==> config.mk <==
export PLATFORM = sky130hd
export DESIGN_NAME = pwm_mem_write_flat
export DESIGN_NICKNAME = d
export VERILOG_FILES = /design/src/rtl/pwm_mem_write_if.sv /design/src/rtl/pwm_mem_write.sv /design/src/flat_wrapper.sv
export SDC_FILE = /design/constraint.sdc
export NUM_CORES = 1
export LEC_CHECK = 0
export ABC_AREA = 1
export CAP_MARGIN = 15
export CORE_UTILIZATION = 40
export DETAILED_ROUTE_END_ITERATION = 10
export GPL_ROUTABILITY_DRIVEN = 0
export PLACE_DENSITY = 0.67
export SKIP_LAST_GASP = 1
export SLEW_MARGIN = 20
export SYNTH_ARGS = -nofsm -noshare
export SYNTH_HDL_FRONTEND = slang
export SYNTH_SLANG_ARGS = --single-unit
==> constraint.sdc <==
create_clock -name clk -period 4.9 [get_ports clk]
set_input_delay 1.47 -clock clk [delete_from_list [all_inputs] [get_ports clk]]
set_output_delay 1.47 -clock clk [all_outputs]
set_load 0.02 [all_outputs]
==> src/rtl/pwm_mem_write_if.sv <==
// pwm_mem_write_if: dual-port coefficient BRAM read bus plus 64-bit output stream (Wm_tlast only with PWM_WR_TLAST_EN)
interface pwm_mem_write_if #(parameter int CW = 23);
  logic          coef_ena;
  logic [7:0]    coef_addra;
  logic [CW-1:0] coef_douta;
  logic          coef_enb;
  logic [7:0]    coef_addrb;
  logic [CW-1:0] coef_doutb;
  logic          Wm_tvalid;
  logic          Wm_tready;
  logic [63:0]   Wm_tdata;
`ifdef PWM_WR_TLAST_EN
  logic          Wm_tlast;
`endif
  modport master (
    output coef_ena, coef_addra, coef_enb, coef_addrb, Wm_tvalid, Wm_tdata,
`ifdef PWM_WR_TLAST_EN
    output Wm_tlast,
`endif
    input coef_douta, coef_doutb, Wm_tready
  );
  modport slave (
    input coef_ena, coef_addra, coef_enb, coef_addrb, Wm_tvalid, Wm_tdata,
`ifdef PWM_WR_TLAST_EN
    input Wm_tlast,
`endif
    output coef_douta, coef_doutb, Wm_tready
  );
endinterface

==> src/rtl/pwm_mem_write.sv <==
// pwm_mem_write: drains NCOEF coefficients from dual-port BRAM into a 64-bit stream, two per word; Wm_tlast with PWM_WR_TLAST_EN
module pwm_mem_write #(
  parameter int NCOEF = 256,
  parameter int CW    = 23
) (
  input  logic clk,
  input  logic rst,
  input  logic module_start,
  output logic module_done,
  pwm_mem_write_if.master bus
);
  localparam int NW  = NCOEF / 2;
  localparam int WCW = $clog2(NW);
  typedef enum logic [1:0] {IDLE, RUN, DRAIN} state_t;
  state_t state, state_nx;
  logic [7:0]     rd_ptr;
  logic [WCW-1:0] wr_cnt;
  logic           inflight, wp, rp, pop, issue, last_hs, start;
  logic [1:0]     occ;
  logic [63:0]    fifo [2];
  assign start   = state == IDLE && module_start;
  assign pop     = bus.Wm_tvalid & bus.Wm_tready;
  assign last_hs = pop && wr_cnt == WCW'(NW - 1);
  // credit: buffered + returning words, minus the one leaving now, must leave room for one more
  assign issue   = state == RUN && ({1'b0, occ} + {2'b0, inflight} - {2'b0, pop}) < 3'd2;
  assign bus.coef_ena   = issue;
  assign bus.coef_enb   = issue;
  assign bus.coef_addra = issue ? rd_ptr : '0;
  assign bus.coef_addrb = issue ? rd_ptr + 8'd1 : '0;
  assign bus.Wm_tvalid  = occ != 2'd0;
  assign bus.Wm_tdata   = fifo[rp];
`ifdef PWM_WR_TLAST_EN
  assign bus.Wm_tlast   = bus.Wm_tvalid && wr_cnt == WCW'(NW - 1);
`endif
  always_comb begin
    state_nx = state == IDLE ? (module_start ? RUN : IDLE)
             : state == RUN  ? ((issue && rd_ptr == 8'(NCOEF - 2)) ? DRAIN : RUN)
             : (last_hs ? IDLE : DRAIN);
  end
  always_ff @(posedge clk or posedge rst) begin
    if (rst) begin
      state       <= IDLE;
      rd_ptr      <= '0;
      wr_cnt      <= '0;
      inflight    <= 1'b0;
      occ         <= '0;
      wp          <= 1'b0;
      rp          <= 1'b0;
      fifo[0]     <= '0;
      fifo[1]     <= '0;
      module_done <= 1'b0;
    end else begin
      state       <= state_nx;
      inflight    <= issue;
      module_done <= last_hs;
      occ         <= occ + {1'b0, inflight} - {1'b0, pop};
      if (start) rd_ptr <= '0;
      else if (issue) rd_ptr <= rd_ptr + 8'd2;
      if (start) wr_cnt <= '0;
      else if (pop) wr_cnt <= wr_cnt + 1'b1;
      if (inflight) begin
        fifo[wp] <= {{(32-CW){1'b0}}, bus.coef_doutb, {(32-CW){1'b0}}, bus.coef_douta};
        wp       <= ~wp;
      end
      if (pop) rp <= ~rp;
    end
  end
endmodule

==> src/flat_wrapper.sv <==
// flat-port wrapper written by rule: the top's interface ports become plain ports
module pwm_mem_write_flat 
#(
  parameter int NCOEF = 256,
  parameter int CW    = 23
)
  (clk, rst, module_start, module_done, bus_coef_ena, bus_coef_addra, bus_coef_enb, bus_coef_addrb, bus_Wm_tvalid, bus_Wm_tdata, bus_coef_douta, bus_coef_doutb, bus_Wm_tready);
  pwm_mem_write_if #(.CW(CW)) bus_i ();
  input  logic clk;
  input  logic rst;
  input  logic module_start;
  output logic module_done;
  output wire logic [$bits(bus_i.coef_ena)-1:0] bus_coef_ena;
  output wire logic [$bits(bus_i.coef_addra)-1:0] bus_coef_addra;
  output wire logic [$bits(bus_i.coef_enb)-1:0] bus_coef_enb;
  output wire logic [$bits(bus_i.coef_addrb)-1:0] bus_coef_addrb;
  output wire logic [$bits(bus_i.Wm_tvalid)-1:0] bus_Wm_tvalid;
  output wire logic [$bits(bus_i.Wm_tdata)-1:0] bus_Wm_tdata;
  input wire logic [$bits(bus_i.coef_douta)-1:0] bus_coef_douta;
  input wire logic [$bits(bus_i.coef_doutb)-1:0] bus_coef_doutb;
  input wire logic [$bits(bus_i.Wm_tready)-1:0] bus_Wm_tready;
  assign bus_coef_ena = bus_i.coef_ena;
  assign bus_coef_addra = bus_i.coef_addra;
  assign bus_coef_enb = bus_i.coef_enb;
  assign bus_coef_addrb = bus_i.coef_addrb;
  assign bus_Wm_tvalid = bus_i.Wm_tvalid;
  assign bus_Wm_tdata = bus_i.Wm_tdata;
  assign bus_i.coef_douta = bus_coef_douta;
  assign bus_i.coef_doutb = bus_coef_doutb;
  assign bus_i.Wm_tready = bus_Wm_tready;
  pwm_mem_write #(.NCOEF(NCOEF), .CW(CW)) u_core (.clk(clk), .rst(rst), .module_start(module_start), .module_done(module_done), .bus(bus_i));
endmodule
Word-level counts from Yosys, hierarchy flattened
Cells that the tools add are included.
{"block": "word_totals", "register_bits": 151, "output_inout_bits": 84, "wordCells": 55}
{"block": "classes", "n_mux": 17, "n_lt_le_gt_ge": 4, "addsub": 7, "n_eq_ne": 3, "reduce_logical": 9, "n_bitwise": 5}
{"operator": "64-bit two-way mux", "n": 4}
{"operator": "128-bit bitwise mux", "n": 1}
{"operator": "64-bit demux with 1-bit select", "n": 1}
{"operator": "8-bit two-way mux", "n": 4}
{"operator": "7-bit two-way mux", "n": 2}
{"operator": "8-bit by 1-bit adder with 8-bit output (second input constant)", "n": 1}
{"operator": "8-bit by 2-bit adder with 8-bit output (second input constant)", "n": 1}
{"operator": "8-bit == test (second input constant)", "n": 1}
{"operator": "2-bit two-way mux", "n": 4}
{"operator": "7-bit by 1-bit adder with 7-bit output (second input constant)", "n": 1}
{"operator": "7-bit == test (second input constant)", "n": 1}
{"operator": "2-bit nonzero test", "n": 3}
{"operator": "1-bit logical AND", "n": 5}
{"operator": "2-bit >= comparator (second input constant)", "n": 2}
{"operator": "1-bit inverter with 2-bit output", "n": 2}
{"operator": "2-bit by 1-bit adder with 3-bit output", "n": 1}
{"operator": "3-bit by 2-bit < comparator with 1-bit output (second input constant)", "n": 1}
{"operator": "3-bit by 1-bit subtractor with 3-bit output", "n": 1}
{"operator": "2-bit by 1-bit adder with 2-bit output", "n": 1}
{"operator": "2-bit by 1-bit == test with 1-bit output (second input constant)", "n": 1}
{"operator": "2-bit zero test", "n": 1}
{"operator": "2-bit by 1-bit < comparator with 1-bit output (second input constant)", "n": 1}
{"operator": "1-bit inverter", "n": 2}
{"operator": "2-bit by 1-bit subtractor with 2-bit output", "n": 1}
{"operator": "2 further kinds", "n": 2}

Logic depth before layout (Yosys ltp)
{"block": "logic_depth", "ltp_word": 9, "mapped_depth": 15, "depth_no_buf": 14}

Worst setup path after synthesis
OpenSTA, ideal clock, no wires.
{"block": "synth_timing", "kind": "in2out", "from": "input port bus_Wm_tready", "to": "output port bus_coef_addrb[2]", "arrival_time_ns": 3.640, "path_buffers": 2, "path_slack_ns": -0.210, "stages": 13, "cell_sequence": "o21ai_4 > inv_2 > ha_1 > inv_1 > ha_1 > inv_1 > fa_1 > nand3_1 > nor2_4 > inv_2 > buf_6 > nor2_1 > buf_4"}
{"block": "synth_via", "elab_chain_cells": 5}
{"element": "from (decl)", "line_no": "flat_wrapper.sv:21", "rtl": "input wire logic [$bits(bus_i.Wm_tready)-1:0] bus_Wm_tready;"}
{"element": "1-bit bitwise AND", "line_no": "pwm_mem_write.sv:22", "rtl": "assign pop = bus.Wm_tvalid & bus.Wm_tready;"}
{"element": "named net u_core.pop", "line_no": "pwm_mem_write.sv:18", "rtl": "logic inflight, wp, rp, pop, issue, last_hs, start;"}
{"element": "3-bit by 1-bit subtractor with 3-bit output", "line_no": "pwm_mem_write.sv:25", "rtl": "assign issue = state == RUN && ({1'b0, occ} + {2'b0, inflight} - {2'b0, pop}) < 3'd2;"}
{"element": "3-bit by 2-bit < comparator with 1-bit output", "line_no": "pwm_mem_write.sv:25"}
{"element": "1-bit logical AND", "line_no": "pwm_mem_write.sv:25"}
{"element": "8-bit two-way mux", "line_no": "pwm_mem_write.sv:29", "rtl": "assign bus.coef_addrb = issue ? rd_ptr + 8'd1 : '0;"}
{"element": "to (decl)", "line_no": "flat_wrapper.sv:16", "rtl": "output wire logic [$bits(bus_i.coef_addrb)-1:0] bus_coef_addrb;"}
The timed path passes the listed nets, and every way through them passes these cells.

Worst setup path after layout
{"block": "layout_timing", "from": "input port bus_Wm_tready", "to": "output port bus_coef_enb"}
{"block": "layout_via", "elab_chain_cells": 4}
{"element": "1-bit bitwise AND", "line_no": "pwm_mem_write.sv:22"}
{"element": "named net u_core.pop", "line_no": "pwm_mem_write.sv:18"}
{"element": "3-bit by 1-bit subtractor with 3-bit output", "line_no": "pwm_mem_write.sv:25"}
{"element": "3-bit by 2-bit < comparator with 1-bit output", "line_no": "pwm_mem_write.sv:25"}
{"element": "1-bit logical AND", "line_no": "pwm_mem_write.sv:25"}
{"element": "to (decl)", "line_no": "flat_wrapper.sv:15", "rtl": "output wire logic [$bits(bus_i.coef_enb)-1:0] bus_coef_enb;"}
The timed path passes the listed nets, and every way through them passes these cells.

==> flow_summary.yaml <==
run_status:
  status: "finished, final reports clean"
critical_path:
  path_delay_family: "adder cells"
  path_buf_inv: 6
  critPathCaptureType: "output port"
  critPathMaxStageDelay_ns: 0.52
  crit_top_cell: "inv_2"
  critical_path_class: "in2out"
  crit_slowest_cell: "fa_1"
  cp_max_fo: 5
  crit_path_start_kind: "primary input"
  crit_chain: "buf_2 > o21ai_4 > inv_2 > ha_4 > inv_2 > ha_4 > inv_2 > fa_1 > nand3_2 > nor2_4 > buf_4 > buf_2"
  worstPathRequired_ns: 3.43
  worst_ep_arrival_time_ns: 3.37
global_route:
  grt_max_degree: 94
  grt_pass1_wl_um: 20500
  antenna_found_initial: 0
  grt_use_total_pct: 18.5
  grt_pass1_vias: 4252
  grt_overflow: 0
timing:
  hold_violations: 0
  whs_ns: 0.483
  slew_viol_final: 0
  worst_pin_slew_ns: 1.02
  clock_skew_ns: 0.00696
  rsz0062_at_grt: "true"
  setup_viol: 0
  relSlewSlack_pct: 32.1
  fmax_ghz: 0.207
  fin_tns_setup_ns: 0
  post-route-min-period_ns: 4.84
  post-route-period-util_pct: 98.7
clocking:
  cts_hold_buf: 0
  clock_path_buffers: 2
  clock-sinks: 114
  cts_tree: "done"
  numCtsBuffers: 17
  insertion_delay_ns: 0.40
  h-tree-depth: 4
  root_buffer: "clkbuf_16"
  clk_pin_slew_ns: 0.05
detailed_routing:
  num_vias: 4503
  drtAntennaViolNets: 0
  first_pass_iters: 4
  drc_errors: 0
  wire_per_inst_um: 12.7
  viasPerCell: 4.68
  wl_um: 12300
  drtIter0Drc: 241
hold_path:
  hp-class: "reg2reg"
power:
  total_power_mw: 3.65
  power_switching_mw: 1.21
  p_leak_nw: 3.83
  switching_share_pct: 33.2
  ir_drop_uv: 328
  cellPowerDensity_nw_per_um2: 511
  power_frac_seq_pct: 28.4
  clock_power_share_pct: 34.9
  p_int_mw: 2.44
  comb_power_share_pct: 36.7
floorplan:
  rows: 41
  die_h_um: 118
  core_area_um2: 12900
  start_util_pct: 41.8
  die_x_um: 118
  ios: 134
  dieArea_um2: 13900
cells_and_area:
  drive_above_1_share_pct: 10.1
  post-route-cell-area_um2: 7150
  fin_nets: 835
  layout_commonest_cell: "nand2_1"
  final_cell_mix: "262 x nand2_1, 113 x dfrtp_1, 96 x clkdlybuf4s50_1"
  syn2layout_area_growth_pct: 32.9
  post-route-util_pct: 55.5
  num_antenna_cells: 0
yosys:
  ys_seq_area_share_pct: 53.0
  yosys_warnings: 0
  synthesis.area_um2: 5380
  yosys.area.top_type: "dfrtp_1"
  netlist_instances: 673
  synthTopCellsByArea: "dfrtp_1 53%, nand2_1 18%, o21ai_0 5.0%"
  synth_top_area_share_pct: 53.0
  yosysUniqueCellTypes: 24
  ys_seq_elements: 114
  synth.avg_cell_area_um2: 7.99
place:
  dp_hpwl_um: 7770
  port_buffers: 114
  dpl_cell_area_um2: 6520
job:
  cap_violations: 0
==> per-layer routing <==
metal	vias to the layer above	global-route usage, %	wire, µm
met3	15	4.60	556
met5	-	0	0
met2	124	30.2	5870
met1	2115	23.8	5710
met4	0	6.65	133
li1	2249	-	-
==> layout make-up <==
cell class / instances / area (µm²)
fillers: 1191 / 5730
well taps: 172 / 215
repair buffers: 126 / 1180
repair inverters: 1 / 6.26
clock inverters: 5 / 125
inverters: 70 / 270
clock buffers: 25 / 485
flip-flops and latches: 114 / 2850
multi-input cells: 450 / 2020
==> timing repair <==
| item | in CTS | in global routing |
|---|---|---|
| buffers inserted | 1 | 1 |
| pin swaps | 4 | 3 |
| cloned | 1 | 0 |
| endpoints found under the setup margin | 17 | 16 |
| resized for setup | 95 | 2 |
==> registers in the layout, indices dropped and copies added (netlist names) <==
name and count:
u_core.rp 1, u_core.module_done 1, u_core.wp 1, u_core.occ 2, u_core.state 2, u_core.wr_cnt 7, u_core.inflight 1, u_core.fifo 92
u_core.rd_ptr 7
==> power groups by stage <==
stage          sequential (mW)  combinational (mW)  clock, mW
4_1_cts                   1.04                1.34       1.30
2_1_floorplan             1.04               0.752          0
3_3_place_gp              1.04                1.30          0
3_5_place_dp              1.05                1.32          0
6_report                  1.04                1.34       1.27
5_1_grt                   1.04                1.46       1.34
==> stage by stage <==
stage | worst slack (ns) | instances
global placement | -0.726 | 930
global route | -0.00771 | 963
floorplan | -0.0720 | 691
detailed placement | -0.857 | 930
CTS | 0.0312 | 962
finish | 0.0641 | 963
==> synth_stat cells <==
library cell / n
clkbuf_1: 12
o21ai_1: 43
buf_4: 27
inv_1: 66
buf_6: 7
a21oi_1: 3
nor2_4: 1
ha_1: 4
dfrtp_1: 114
nor2_1: 30
nand4_1: 5
o21ai_4: 1
xor2_1: 3
buf_2: 7
buf_1: 4
nand2_1: 263
or2_1: 1
nand3_1: 18
inv_2: 4
nand2_2: 2
fa_1: 1
conb_1: 1
a21oi_2: 2
o21ai_0: 54
==> final timing paths <==
path                                 start                to  slack (ns)  cells after the start
hold / removal             u_core.fifo[47]   u_core.fifo[47]        0.48                      2
max in group asynchronous              rst  u_core.wr_cnt[3]        2.48                      3
setup reg to reg             u_core.occ[1]   u_core.state[0]        2.18                     14
setup / recovery             bus_Wm_tready      bus_coef_enb        0.06                     12
min in group asynchronous              rst     u_core.occ[1]        1.57                      2
hold reg to reg            u_core.fifo[47]   u_core.fifo[47]        0.48                      2
==> cells by family after synthesis <==
group | count (synthesis) | share of synthesized area (%)
buffers and inverters | 127 | 11.9
other | 1 | 0.0697
xor gates and xnor gates | 3 | 0.489
and+or+nand+nor | 320 | 23.3
DFF | 114 | 53.0
adders and majority gates | 5 | 1.30
AOI/OAI and AO/OA | 103 | 9.93
==> worst min-delay path, cell delays in order (launching register included) <==
cell and delay (ns):
dfrtp_1 0.34, nand2_1 0.05, o21ai_0 0.06
Note: power is estimated with default switching activity, not from simulation.
